<file path="config.mk">
export PLATFORM = sky130hd
export DESIGN_NAME = guitar_note_sched
export DESIGN_NICKNAME = d
export VERILOG_FILES = /design/src/rtl/guitar_pkg.sv /design/src/rtl/note_rect_hit.sv /design/src/rtl/guitar_note_sched.sv
export SDC_FILE = /design/constraint.sdc
export NUM_CORES = 1
export LEC_CHECK = 0
export ABC_AREA = 1
export CAP_MARGIN = 20
export CORE_AREA = 2 2 198 220
export DETAILED_ROUTE_END_ITERATION = 12
export DIE_AREA = 0 0 200 222
export SYNTH_ARGS = -nofsm -noshare
export SYNTH_HDL_FRONTEND = slang
export SYNTH_HIERARCHICAL = 1
export SYNTH_SLANG_ARGS = --single-unit
</file>
<file path="constraint.sdc">
create_clock -name clk -period 8.3 [get_ports clk]
set_input_delay 1.66 -clock clk [delete_from_list [all_inputs] [get_ports clk]]
set_output_delay 1.66 -clock clk [all_outputs]
set_load 0.005 [all_outputs]
</file>
<file path="src/rtl/guitar_pkg.sv">
// guitar_pkg: shared types and screen constants for the falling-note scheduler.
//   note_slot_t   : one note object (active flag, lane, top-edge y).
//   sched_state_t : frame-scan FSM states.
//   LANE_X0 / LANE_PITCH : left edge of lane 0 and the spacing between lanes.
//   NOTE_W / NOTE_H      : note rectangle size in pixels.
package guitar_pkg;

    localparam int LANE_X0    = 200;
    localparam int LANE_PITCH = 60;
    localparam int NOTE_W     = 40;
    localparam int NOTE_H     = 10;

    typedef struct packed {
        logic       active;
        logic [1:0] lane;
        logic [9:0] ny;
    } note_slot_t;

    typedef enum logic [1:0] {
        ST_IDLE,
        ST_SCAN,
        ST_DONE
    } sched_state_t;

endpackage

</file>
<file path="src/rtl/note_rect_hit.sv">
// note_rect_hit: combinational pixel coverage test for one note slot.
//   active, lane, ny : slot contents
//   x, y             : current pixel
//   covered          : pixel lies strictly inside the note rectangle
// Bounds are exclusive on every side, matching the fret-bar primitives.
module note_rect_hit
    import guitar_pkg::*;
(
    input  logic       active,
    input  logic [1:0] lane,
    input  logic [9:0] ny,
    input  logic [9:0] x,
    input  logic [9:0] y,
    output logic       covered
);

    // 11-bit arithmetic so ny+NOTE_H near the bottom of the screen cannot wrap.
    logic [10:0] lane_x;
    logic [10:0] x_w;
    logic [10:0] y_w;
    logic [10:0] ny_w;

    assign lane_x = 11'(LANE_X0) + 11'(lane) * 11'(LANE_PITCH);
    assign x_w    = {1'b0, x};
    assign y_w    = {1'b0, y};
    assign ny_w   = {1'b0, ny};

    assign covered = active
                   && (x_w > lane_x) && (x_w < lane_x + 11'(NOTE_W))
                   && (y_w > ny_w)   && (y_w < ny_w + 11'(NOTE_H));

endmodule

</file>
<file path="src/rtl/guitar_note_sched.sv">
// guitar_note_sched: note slot owner for the falling-note display.
//   clk, rst (sync, active-high)
//   frame_tick        : start-of-vblank pulse, launches one scan over all slots
//   spawn_valid/lane  : spawn request; spawn_ready when IDLE with a free slot
//   fret_btn          : fret levels, bit n = lane n
//   x, y / note_pixel : pixel coverage, one cycle latency
//   hit_pulse, miss_pulse, hit_count (saturating), frame_overrun
// Build option: NOTE_SCHED_HIT_EN enables fret hit detection; without it
// fret_btn is ignored, hit outputs stay 0 and notes only retire as misses.
module guitar_note_sched
    import guitar_pkg::*;
#(
    parameter int NUM_SLOTS = 8,
    parameter int SPEED     = 4,
    parameter int BOTTOM_Y  = 480,
    parameter int HIT_TOP   = 400,
    parameter int HIT_BOT   = 440
) (
    input  logic       clk,
    input  logic       rst,
    input  logic       frame_tick,
    input  logic       spawn_valid,
    input  logic [1:0] spawn_lane,
    output logic       spawn_ready,
    input  logic [3:0] fret_btn,
    input  logic [9:0] x,
    input  logic [9:0] y,
    output logic       note_pixel,
    output logic       hit_pulse,
    output logic       miss_pulse,
    output logic [7:0] hit_count,
    output logic       frame_overrun
);

    localparam int IDX_W = $clog2(NUM_SLOTS);
    localparam logic [IDX_W-1:0] LAST_IDX = IDX_W'(NUM_SLOTS - 1);

    sched_state_t   state_q, state_d;
    logic [IDX_W-1:0] idx_q, idx_d;
    logic [3:0]     used_q, used_d;
    note_slot_t     slots_q [NUM_SLOTS];
    note_slot_t     slots_d [NUM_SLOTS];
    logic           hit_pulse_q, hit_pulse_d;
    logic           miss_pulse_q, miss_pulse_d;
    logic [7:0]     hit_count_q, hit_count_d;
    logic           overrun_q, overrun_d;
    logic           note_pixel_q, note_pixel_d;

    logic             any_free;
    logic [IDX_W-1:0] free_idx;
    note_slot_t       cur;
    logic [10:0]      sum;
    logic             in_window;
    logic             hit_now;
    logic [NUM_SLOTS-1:0] covered;

    // Lowest-index free slot: walk downward so the last hit wins.
    always_comb begin
        any_free = 1'b0;
        free_idx = '0;
        for (int i = NUM_SLOTS - 1; i >= 0; i--) begin
            if (!slots_q[i].active) begin
                any_free = 1'b1;
                free_idx = IDX_W'(i);
            end
        end
    end

    assign spawn_ready = (state_q == ST_IDLE) && any_free;

    assign cur       = slots_q[idx_q];
    assign sum       = {1'b0, cur.ny} + 11'(SPEED);
    assign in_window = (cur.ny >= 10'(HIT_TOP)) && (cur.ny <= 10'(HIT_BOT));

`ifdef NOTE_SCHED_HIT_EN
    assign hit_now = cur.active && fret_btn[cur.lane] && !used_q[cur.lane] && in_window;
`else
    logic unused_hit_inputs;
    assign unused_hit_inputs = ^{fret_btn, in_window};
    assign hit_now = 1'b0;
`endif

    always_comb begin
        state_d      = state_q;
        idx_d        = idx_q;
        used_d       = used_q;
        slots_d      = slots_q;
        hit_pulse_d  = 1'b0;
        miss_pulse_d = 1'b0;
        hit_count_d  = hit_count_q;
        overrun_d    = 1'b0;

        case (state_q)
            ST_IDLE: begin
                // A spawn in the same cycle as frame_tick lands before the scan
                // reads any slot, so the new note advances in this frame.
                if (spawn_valid && spawn_ready) begin
                    slots_d[free_idx].active = 1'b1;
                    slots_d[free_idx].lane   = spawn_lane;
                    slots_d[free_idx].ny     = '0;
                end
                if (frame_tick) begin
                    state_d = ST_SCAN;
                    idx_d   = '0;
                    used_d  = '0;
                end
            end
            ST_SCAN: begin
                overrun_d = frame_tick;
                if (cur.active) begin
                    if (hit_now) begin
                        slots_d[idx_q]      = '0;
                        hit_pulse_d         = 1'b1;
                        used_d[cur.lane]    = 1'b1;
                        if (hit_count_q != 8'hFF) begin
                            hit_count_d = hit_count_q + 8'd1;
                        end
                    end else if (sum >= 11'(BOTTOM_Y)) begin
                        slots_d[idx_q] = '0;
                        miss_pulse_d   = 1'b1;
                    end else begin
                        slots_d[idx_q].ny = sum[9:0];
                    end
                end
                if (idx_q == LAST_IDX) begin
                    state_d = ST_DONE;
                end else begin
                    idx_d = idx_q + 1'b1;
                end
            end
            ST_DONE: begin
                overrun_d = frame_tick;
                state_d   = ST_IDLE;
            end
            default: state_d = ST_IDLE;
        endcase
    end

    genvar gi;
    generate
        for (gi = 0; gi < NUM_SLOTS; gi++) begin : g_rect
            note_rect_hit u_rect (
                .active  (slots_q[gi].active),
                .lane    (slots_q[gi].lane),
                .ny      (slots_q[gi].ny),
                .x       (x),
                .y       (y),
                .covered (covered[gi])
            );
        end
    endgenerate

    assign note_pixel_d = |covered;

    always_ff @(posedge clk) begin
        if (rst) begin
            state_q      <= ST_IDLE;
            idx_q        <= '0;
            used_q       <= '0;
            for (int i = 0; i < NUM_SLOTS; i++) begin
                slots_q[i] <= '0;
            end
            hit_pulse_q  <= 1'b0;
            miss_pulse_q <= 1'b0;
            hit_count_q  <= '0;
            overrun_q    <= 1'b0;
            note_pixel_q <= 1'b0;
        end else begin
            state_q      <= state_d;
            idx_q        <= idx_d;
            used_q       <= used_d;
            slots_q      <= slots_d;
            hit_pulse_q  <= hit_pulse_d;
            miss_pulse_q <= miss_pulse_d;
            hit_count_q  <= hit_count_d;
            overrun_q    <= overrun_d;
            note_pixel_q <= note_pixel_d;
        end
    end

    assign hit_pulse     = hit_pulse_q;
    assign miss_pulse    = miss_pulse_q;
    assign hit_count     = hit_count_q;
    assign frame_overrun = overrun_q;
    assign note_pixel    = note_pixel_q;

endmodule

</file>
* Yosys cells after proc, flatten, opt, wreduce, memory -nomap -nowiden
Index checks and enable logic that the tools add are counted. Widths: inputs -> output; s select.
Word-level totals: bits in registers 112, bits of input ports 30, output and inout bits 13, logic and storage cells 204
Operators by class: add/subtract/negate cells 26, multiply operators 8, order comparisons 37, eq/ne operators 8, multiplexer cells 44, bitwise operators 7, reductions and logical operators 45
Operators by type and width (number):
- $bwmux 104 | 4
- $mux 104 | 3
- $pmux 104 s2 | 1
- $demux 13 s3 | 5
- $lt 10x11->1 | 16
- $and 104x104->104 | 1
- $not 104->104 | 1
- $add 10x4->11 const B | 8
- $add 11x6->11 const B | 8
- $gt 10x11->1 | 8
- $gt 10x10->1 | 8
- $add 8x8->9 const A | 8
- $mux 13 | 4
- $mul 2x4->6 const B | 8
- $bmux 13 s3 | 1
- $logic_and 1x1->1 | 36
- $mux 3 | 10
- $mux 10 | 2
- $mux 12 | 1
- $add 10x3->11 const B | 1
- $ge 11x9->1 const B | 1
- $mux 1 | 9
- $ge 4x4->1 const B | 2
- $lt 4x1->1 const B | 2
- 18 further kinds | 27

* Longest topological paths before layout
Gate-level depths: netlist of run 1.
depth in word-level cells 18, gate-level depth with buffers 24, mapped depth without buffers 21

* By module
The synthesis of run 1 kept the hierarchy.
By module, submodules not included:
- guitar_note_sched | times used 1, cells each 1388, area an instance 8040.2 um^2, sequential area each 2242.2 um^2
- note_rect_hit at g_rect[0].u_rect ... | times used 6, cells each 163, area an instance 1081.0 um^2, sequential area each 0.0 um^2
- note_rect_hit at g_rect[3].u_rect | times used 1, cells each 174, area an instance 1086.0 um^2, sequential area each 0.0 um^2
- note_rect_hit at g_rect[4].u_rect | times used 1, cells each 169, area an instance 1086.0 um^2, sequential area each 0.0 um^2

* Worst setup path before layout of run 1
Ideal clock, no wire load.
kind input to register, from input port y[9], to register note_pixel_q (netlist: note_pixel), setup time 0.129 ns, arrival 2.787 ns, data required time 8.171 ns, path slack 5.385 ns, stages 10, buffers on the path 0, cells stage by stage ha_1 > a21o_1 > nor2_1 > nand2_1 > nor2_1 > nor2_1 > nand2_1 > nor2_2 > nor4_1 > a21oi_1
Between the ends: word-level cells in the longest chain between the ends 4, elaborated cells between the ends (all ways) 33, classes of those cells 16 x order compare; 17 x reduce/logical
Ends and longest elaborated chain:
- start, declared | RTL line guitar_note_sched.sv:27 | input logic [9:0] y,
- $gt 10x10->1 | RTL line note_rect_hit.sv:30 | && (y_w > ny_w) && (y_w < ny_w + 11'(NOTE_H));
- $logic_and 1x1->1 | RTL line note_rect_hit.sv:30
- $logic_and 1x1->1 * | RTL line note_rect_hit.sv:30
- named net covered[1] | RTL line guitar_note_sched.sv:55 | logic [NUM_SLOTS-1:0] covered;
- $reduce_or 8->1 * | RTL line guitar_note_sched.sv:153 | assign note_pixel_d = |covered;
- end signal, assigned | RTL line guitar_note_sched.sv:177 | note_pixel_q <= note_pixel_d;
- end, declared | RTL line guitar_note_sched.sv:47 | logic note_pixel_q, note_pixel_d;
The timed path passes the listed nets; every way through them passes the cells marked *. A chain may end at the register's enable or synchronous reset.

* Worst setup path after layout of run 1
from register idx_q[0], to register slots_q[37] in the netlist's numbering
Between the ends: word-level cells in the longest chain between the ends 10, elaborated cells between the ends (all ways) 20, classes of those cells 1 x add/sub; 3 x order compare; 1 x eq/ne; 10 x mux; 3 x bitwise; 2 x reduce/logical
Ends and longest elaborated chain:
- start, declared | RTL line guitar_note_sched.sv:39 | logic [IDX_W-1:0] idx_q, idx_d;
- start signal, assigned | RTL line guitar_note_sched.sv:170 | idx_q <= idx_d;
- $not 3->4 (implied by the code) * | RTL line guitar_note_sched.sv:71, guitar_note_sched.sv:119, guitar_note_sched.sv:122
- branches (longest 9 deep; another with $add 10x3->11)
- end signal, assigned | RTL line guitar_note_sched.sv:172 | slots_q <= slots_d;
- end, declared | RTL line guitar_note_sched.sv:41 | note_slot_t slots_q [NUM_SLOTS];
Every way passes the cells marked *. The select of a mux whose other input is x is not followed.

==> results of run 1 <==
## logic make-up (layout without fill, tap and decap cells)
group | count (synthesis) | in the layout
xor gates and xnor gates | 64 | 64
adders and majority gates | 302 | 302
DFF | 112 | 112
AOI/OAI and AO/OA | 298 | 298
buffers and inverters | 526 | 509
and+or+nand+nor | 1398 | 1398
other | 9 | 17
## critical path: cells and delay by family (launching register included)
| kind | cells | cell delay [ns] |
|---|---|---|
| buffers and inverters | 4 | 1.20 |
| AND/OR/NAND/NOR | 13 | 3.42 |
| flip-flops | 1 | 0.31 |
| adder cells (fa/ha/maj) | 1 | 0.17 |
| AO/OA/AOI/OAI | 1 | 0.27 |
## worst min-delay path by stage
stage	cells past startpoint	startpoint	end	slack [ns]
after detailed placement	2	state_q[1]	state_q[1]	0.47
after floorplan	2	state_q[1]	state_q[1]	0.44
after global placement	2	state_q[1]	state_q[1]	0.45
after global routing	2	state_q[1]	state_q[1]	0.52
after CTS	2	state_q[1]	state_q[1]	0.48
final	2	state_q[1]	state_q[1]	0.49
## routing by layer
metal  part of all wire [%]  wire length, um  GRT usage (%)  up-vias
met5                      0                0              0        -
met4                    2.7             1400          6.882        0
met3                    5.3             2765          2.708       76
met2                     47            24180          40.06      461
met1                     45            23480          30.34     7627
li1                       -                -              -     8512
## power groups by stage
stage | sequential [W] | clock (W) | combinational, W
finish | 0.000733 | 0.000485 | 0.00131
floorplan | 0.000699 | 0 | 0.000977
CTS | 0.000732 | 0.000492 | 0.00130
global placement | 0.000741 | 0 | 0.00125
detailed placement | 0.000745 | 0 | 0.00130
global route | 0.000744 | 0.000512 | 0.00151
## sequential cells by signal (all words and copies together), names as in the netlist
signal and count:
frame_overrun 1, idx_q 3, miss_pulse 1, note_pixel 1, slots_q 104, state_q 2
## stage by stage
stage | total power, W | instance area, sq um | setup slack (ns)
6_report | 0.002531 | 17700 | 2.829
2_1_floorplan | 0.001675 | 16730 | 5.385
4_1_cts | 0.002528 | 17700 | 2.895
3_3_place_gp | 0.001990 | 17390 | 2.965
3_5_place_dp | 0.002041 | 17390 | 2.925
5_1_grt | 0.002764 | 17700 | 2.385
## Yosys cell counts (13+ instances only)
master / number / area share [%]
a21oi_1: 122 / 3.7
buf_4: 14 / 0.63
nor2_1: 270 / 6.1
ha_1: 302 / 23
xor2_1: 64 / 3.4
inv_2: 29 / 0.65
o21ai_0: 107 / 3.2
inv_1: 397 / 8.9
nand4_1: 33 / 1.2
nand2_2: 22 / 0.82
clkbuf_1: 25 / 0.56
nand3_2: 13 / 0.78
nor2_2: 31 / 1.2
nand2_1: 734 / 16
buf_2: 31 / 0.93
o21ai_2: 13 / 0.68
nand3_1: 216 / 6.5
dfxtp_1: 112 / 13
o21a_1: 13 / 0.58
nand3b_1: 20 / 0.90
## layout make-up
class	count	area share, %
inverters	440	9.360
repair buffers	53	2.658
flip-flops and latches	112	12.67
clock buffers	9	1.273
multi-input cells	2079	69.54
clock inverters	7	0.4949
well taps	567	4.008
==> impl_metrics.csv, run 1 <==
group,metric,value,unit
setup_path,slowest_delay,1.01,ns
timing,layout_min_cycle_time,5.471,ns
setup_path,cp_data_arrival_time,5.78,ns
placement,dp.cells,3251,
power_and_ir_drop,p_comb_share,51.9,%
synth,synthCells,2709,
synth,ys_seq_area_share,13.43,%
timing,grt_setup_unrepaired,"false",
clock_tree,cts_tree,"done",
clock_tree,path_clk_slew,0.08,ns
power_and_ir_drop,p_int,0.001311,W
clock_tree,cts_buffers,9,
synth,synth_flop_cell,"dfxtp_1",
setup_path,start_kind,"flip-flop",
cells_and_area,layout.nets,3027,
power_and_ir_drop,seqPwrFrac,29.0,%
power_and_ir_drop,p_sw_share,48.21,%
outcome,status,"finished clean",
power_and_ir_drop,pwr_density_cell,143.0,nW/um^2
setup_path,critPathRequiredTime,8.61,ns
synth,synth-xor-area-share,3.357,%
drt,drtIter0Drc,1114,
synth,synth_edf_count,0,
placement,globalplace.congestion,0.9296,
global_route,grt_pass1_wl,81810,um
floorplan,die_y,222,um
clock_tree,clockRootBuffer,"clkbuf_16",
cells_and_area,multi_input_area,12310,sq um
global_route,grt_pass1_vias,15690,
placement,portBuffers,29,
cells_and_area,drive_gt1_share,7.000,%
power_and_ir_drop,power_switching,0.001220,W
setup_path,rr_worst_depth,19,
floorplan,die-area,44400,sq um
clock_tree,insertion_delay,0.38,ns
synth,ys_seq_elements,112,
setup_path,slowest_stage,"nand2_4",
clock_tree,postCtsSetupBuffers,0,
timing,setup_viol,0,
drt,ant_nets,0,
setup_path,crit_chain,"buf_4, inv_4, nor2_4, nand2_1, nand3_2, nand2b_4, ha_1, inv_1, nor2_4, nand2_1, nand2_1, nand2_1, nor2_2, nand3_4, nand2_4, inv_2, o21ai_0, nor2_1, nor2_1",
timing,hold_slack,0.4886,ns
floorplan,io_pins,43,
global_route,grt.total_usage,23.32,%
timing,finalSetupTns,0,ns
floorplan,core,42010,sq um
floorplan,std_cell_rows,79,
setup_path,worstPathMaxFanout,69,
cells_and_area,final_cell_mix,"nand2_1 (734), inv_1 (397), ha_1 (301), nor2_1 (270), nand3_1 (216)",
power_and_ir_drop,p_leak,8.958,nW
clock_tree,cts_max_level,3,
synth,avgSynthCellArea,6.164,sq um
cells_and_area,final_util,42.13,%
synth,synthSimpleGateAreaFrac,37.36,%
setup_path,critPathLaunch,"idx_q[0]",
global_route,grt_max_degree,78,
cells_and_area,fillerInstances,4494,
setup_path,cp-end-kind,"flip-flop",
synth,synthAdderAreaFrac,22.63,%
timing,finalCritPeriodShare,65.91,%
synth,syn-cell-area,16700,sq um
synth,synth_top_family_by_area,"simple AND/OR/NAND/NOR gates",
setup_path,crit_end,"slots_q[37]",
synth,synth_compound_area_share,9.958,%
drt,firstDrtPassIters,6,
synth,netlist-cell-type-count,47,
cells_and_area,synthToLayoutAreaGrowth,5.987,%
cells_and_area,diodes,0,
drt,drt-vias-per-instance,5.104,
cells_and_area,register_area,2242,sq um
floorplan,die_w,200,um
synth,ys.warnings.count,6,
synth,synthMuxAreaShare,0,%
drt,drc,0,
worst_hold_path,min_path_type,"flip-flop to flip-flop",
timing,worstMarginPinSlew,1.082,ns
cells_and_area,mostFrequentLayoutCell,"nand2_1",
clock_tree,ctsResizeCount,0,
global_route,grt_overflow,0,
timing,skew,0.01817,ns
timing,drv_slew,0,
placement,hpwlAfterDp,37920,um
clock_tree,cts_hold_buf,0,
drt,vias,16680,
synth,async_reset_ff_share,0,%
timing,slew_headroom,27.57,%
drt,wirelength,51820,um
global_route,grt_antenna_before_repair,0,
drt,detail_route.wl_per_cell,15.86,um
clock_tree,cts-root-to-sink-buffers,2,
clock_tree,cts_sinks,112,
run,maxCapViolations,0,
setup_path,r2r_setup_slack,2.83,ns
power_and_ir_drop,p_clk_share,19.2,%
timing,finalHoldViolCount,0,
setup_path,reg2reg_to,"slots_q[37]",
setup_path,reg2reg_from,"idx_q[0]",
power_and_ir_drop,peakVddDrop,95.32,uV
setup_path,crit_type,"flip-flop to flip-flop",
floorplan,initial_utilization,39.75,%
setup_path,path_common_cell,"nand2_1",
timing,max_freq,0.1828,GHz
cells_and_area,fin_cells,3267,
Note: power is estimated with default switching activity, not from simulation.
==> run 2, diff against run 1 <==
==> constraint.sdc (replaced) <==
create_clock -name clk -period 4.6 [get_ports clk]
set_input_delay 0.92 -clock clk [delete_from_list [all_inputs] [get_ports clk]]
set_output_delay 0.92 -clock clk [all_outputs]
set_load 0.005 [all_outputs]
==> impl_metrics.csv, run 2 (synthesized netlist as in run 1, its figures left out) <==
group,metric,value,unit
cells_and_area,largest_register_ffs,104,
timing,finalCritPeriodShare,89.67,%
clock_tree,insertion_delay,0.36,ns
cells_and_area,drive_gt1_share,7.440,%
floorplan,core,42010,sq um
power_and_ir_drop,p_leak,9.024,nW
timing,worstMarginPinSlew,1.058,ns
cells_and_area,top_register,"slots_q",
cells_and_area,register_area,2242,sq um
drt,drc,0,
drt,ant_nets,0,
drt,drt-vias-per-instance,5.090,
drt,drtIter0Drc,1207,
floorplan,die_w,200,um
global_route,grt_max_degree,94,
clock_tree,cts_sinks,112,
floorplan,die-area,44400,sq um
clock_tree,cts_hold_buf,0,
global_route,grt_pass1_wl,82410,um
outcome,status,"finished clean",
drt,wirelength,51100,um
setup_path,cp-end-kind,"flip-flop",
timing,hold_slack,0.4632,ns
placement,globalplace.congestion,0.9393,
cells_and_area,final_cell_mix,"nand2_1 (734), inv_1 (397), ha_1 (301), nor2_1 (270), nand3_1 (216)",
clock_tree,clockRootBuffer,"clkbuf_16",
clock_tree,cts_max_level,3,
placement,hpwlAfterDp,39530,um
clock_tree,cts_buffers,9,
cells_and_area,final_util,42.34,%
setup_path,worstPathMaxFanout,34,
worst_hold_path,min_path_type,"flip-flop to flip-flop",
cells_and_area,synthToLayoutAreaGrowth,6.511,%
clock_tree,postCtsSetupBuffers,0,
setup_path,reg2reg_from,"idx_q[2]",
cells_and_area,fillerInstances,4532,
power_and_ir_drop,peakVddDrop,177.1,uV
timing,slew_headroom,29.45,%
setup_path,critPathLaunch,"idx_q[2]",
clock_tree,cts-root-to-sink-buffers,2,
clock_tree,ctsResizeCount,0,
setup_path,critPathRequiredTime,4.90,ns
global_route,grt.total_usage,23.29,%
timing,grt_setup_unrepaired,"false",
setup_path,crit_type,"flip-flop to flip-flop",
floorplan,std_cell_rows,79,
setup_path,start_kind,"flip-flop",
cells_and_area,reg_top3,"slots_q x104, idx_q x3, state_q x2",
timing,finalHoldViolCount,0,
cells_and_area,layout.nets,3043,
timing,setup_viol,0,
drt,detail_route.wl_per_cell,15.57,um
cells_and_area,diodes,0,
timing,layout_min_cycle_time,4.125,ns
global_route,grt_overflow,0,
global_route,grt_antenna_before_repair,0,
timing,max_freq,0.2424,GHz
setup_path,r2r_setup_slack,0.47,ns
power_and_ir_drop,pwr_density_cell,249.8,nW/um^2
timing,drv_slew,0,
drt,firstDrtPassIters,5,
timing,finalSetupTns,0,ns
floorplan,io_pins,43,
placement,portBuffers,29,
setup_path,cp_data_arrival_time,4.42,ns
run,maxCapViolations,0,
floorplan,initial_utilization,39.75,%
worst_hold_path,hold_path_startpoint,"state_q[1]",
global_route,grt_pass1_vias,16120,
drt,vias,16710,
cells_and_area,mostFrequentLayoutCell,"nand2_1",
cells_and_area,multi_input_area,12310,sq um
timing,skew,0.01184,ns
clock_tree,cts_tree,"done",
clock_tree,path_clk_slew,0.08,ns
floorplan,die_y,222,um
## run 2: cell types whose count changed in the layout (fill, tap and decap cells not counted), sizes merged
cell,previous run,this run
buf,24,40
bufinv,1,0
clkbuf,9,11
clkinv,14,16
clkinvlp,2,1
inv,430,427
## run 2: per-layer routing
layer,vias to the layer above,GRT usage (%),wire length [um]
li1,8542,-,-
met1,7686,30.76,23430
met2,405,39.89,23980
met3,74,2.190,2302
met4,0,6.786,1386
met5,-,0,0
## run 2: path summary, 6_finish.rpt
check                 to  cells after the start
max          slots_q[47]                     19
min           state_q[1]                      2
max reg2reg  slots_q[47]                     19
min reg2reg   state_q[1]                      2
## run 2: metrics by stage
step / worst slack (ns) / power (W) / instance area (sq um) / cells
floorplan: 2.005 / 0.003023 / 16730 / 2717
global placement: 0.6222 / 0.003609 / 17530 / 3267
CTS: 0.5075 / 0.004456 / 17790 / 3282
finish: 0.4750 / 0.004443 / 17790 / 3282
global route: 0.1017 / 0.004871 / 17790 / 3282
detailed placement: 0.5356 / 0.003700 / 17530 / 3267
## run 2: report_power, final
part	internal (W)	total, W	switching, W	leakage, nW
sequential	0.00110	0.00133	0.000232	0.911
clock	0.000364	0.000748	0.000384	0.125
combinational	0.000841	0.00237	0.00152	7.99
total	0.00230	0.00444	0.00214	9.02
## run 2: worst max-delay path: stages (launching register included)
cell	delay [ns]
dfxtp_1	0.50
buf_4	0.25
nand2_4	0.08
nor2_4	0.09
nand2_1	0.07
nand3_2	0.11
nand2b_4	0.19
ha_1	0.18
inv_1	0.07
nor2_4	0.15
nand2_2	0.07
o21ai_2	0.16
nand2_4	0.17
nand3_4	0.34
nand3_4	0.42
nand2_1	0.66
nand2_2	0.29
nand2_1	0.14
inv_1	0.05
nor2_1	0.07
## run 2: area by class of cell
class,instances,area share (%)
multi-input combinational,2079,69.19
sequential,112,12.61
inverter,440,9.314
tap,567,3.989
timing repair buffer,69,3.461
clock buffer,11,1.308
clock inverter,4,0.1266
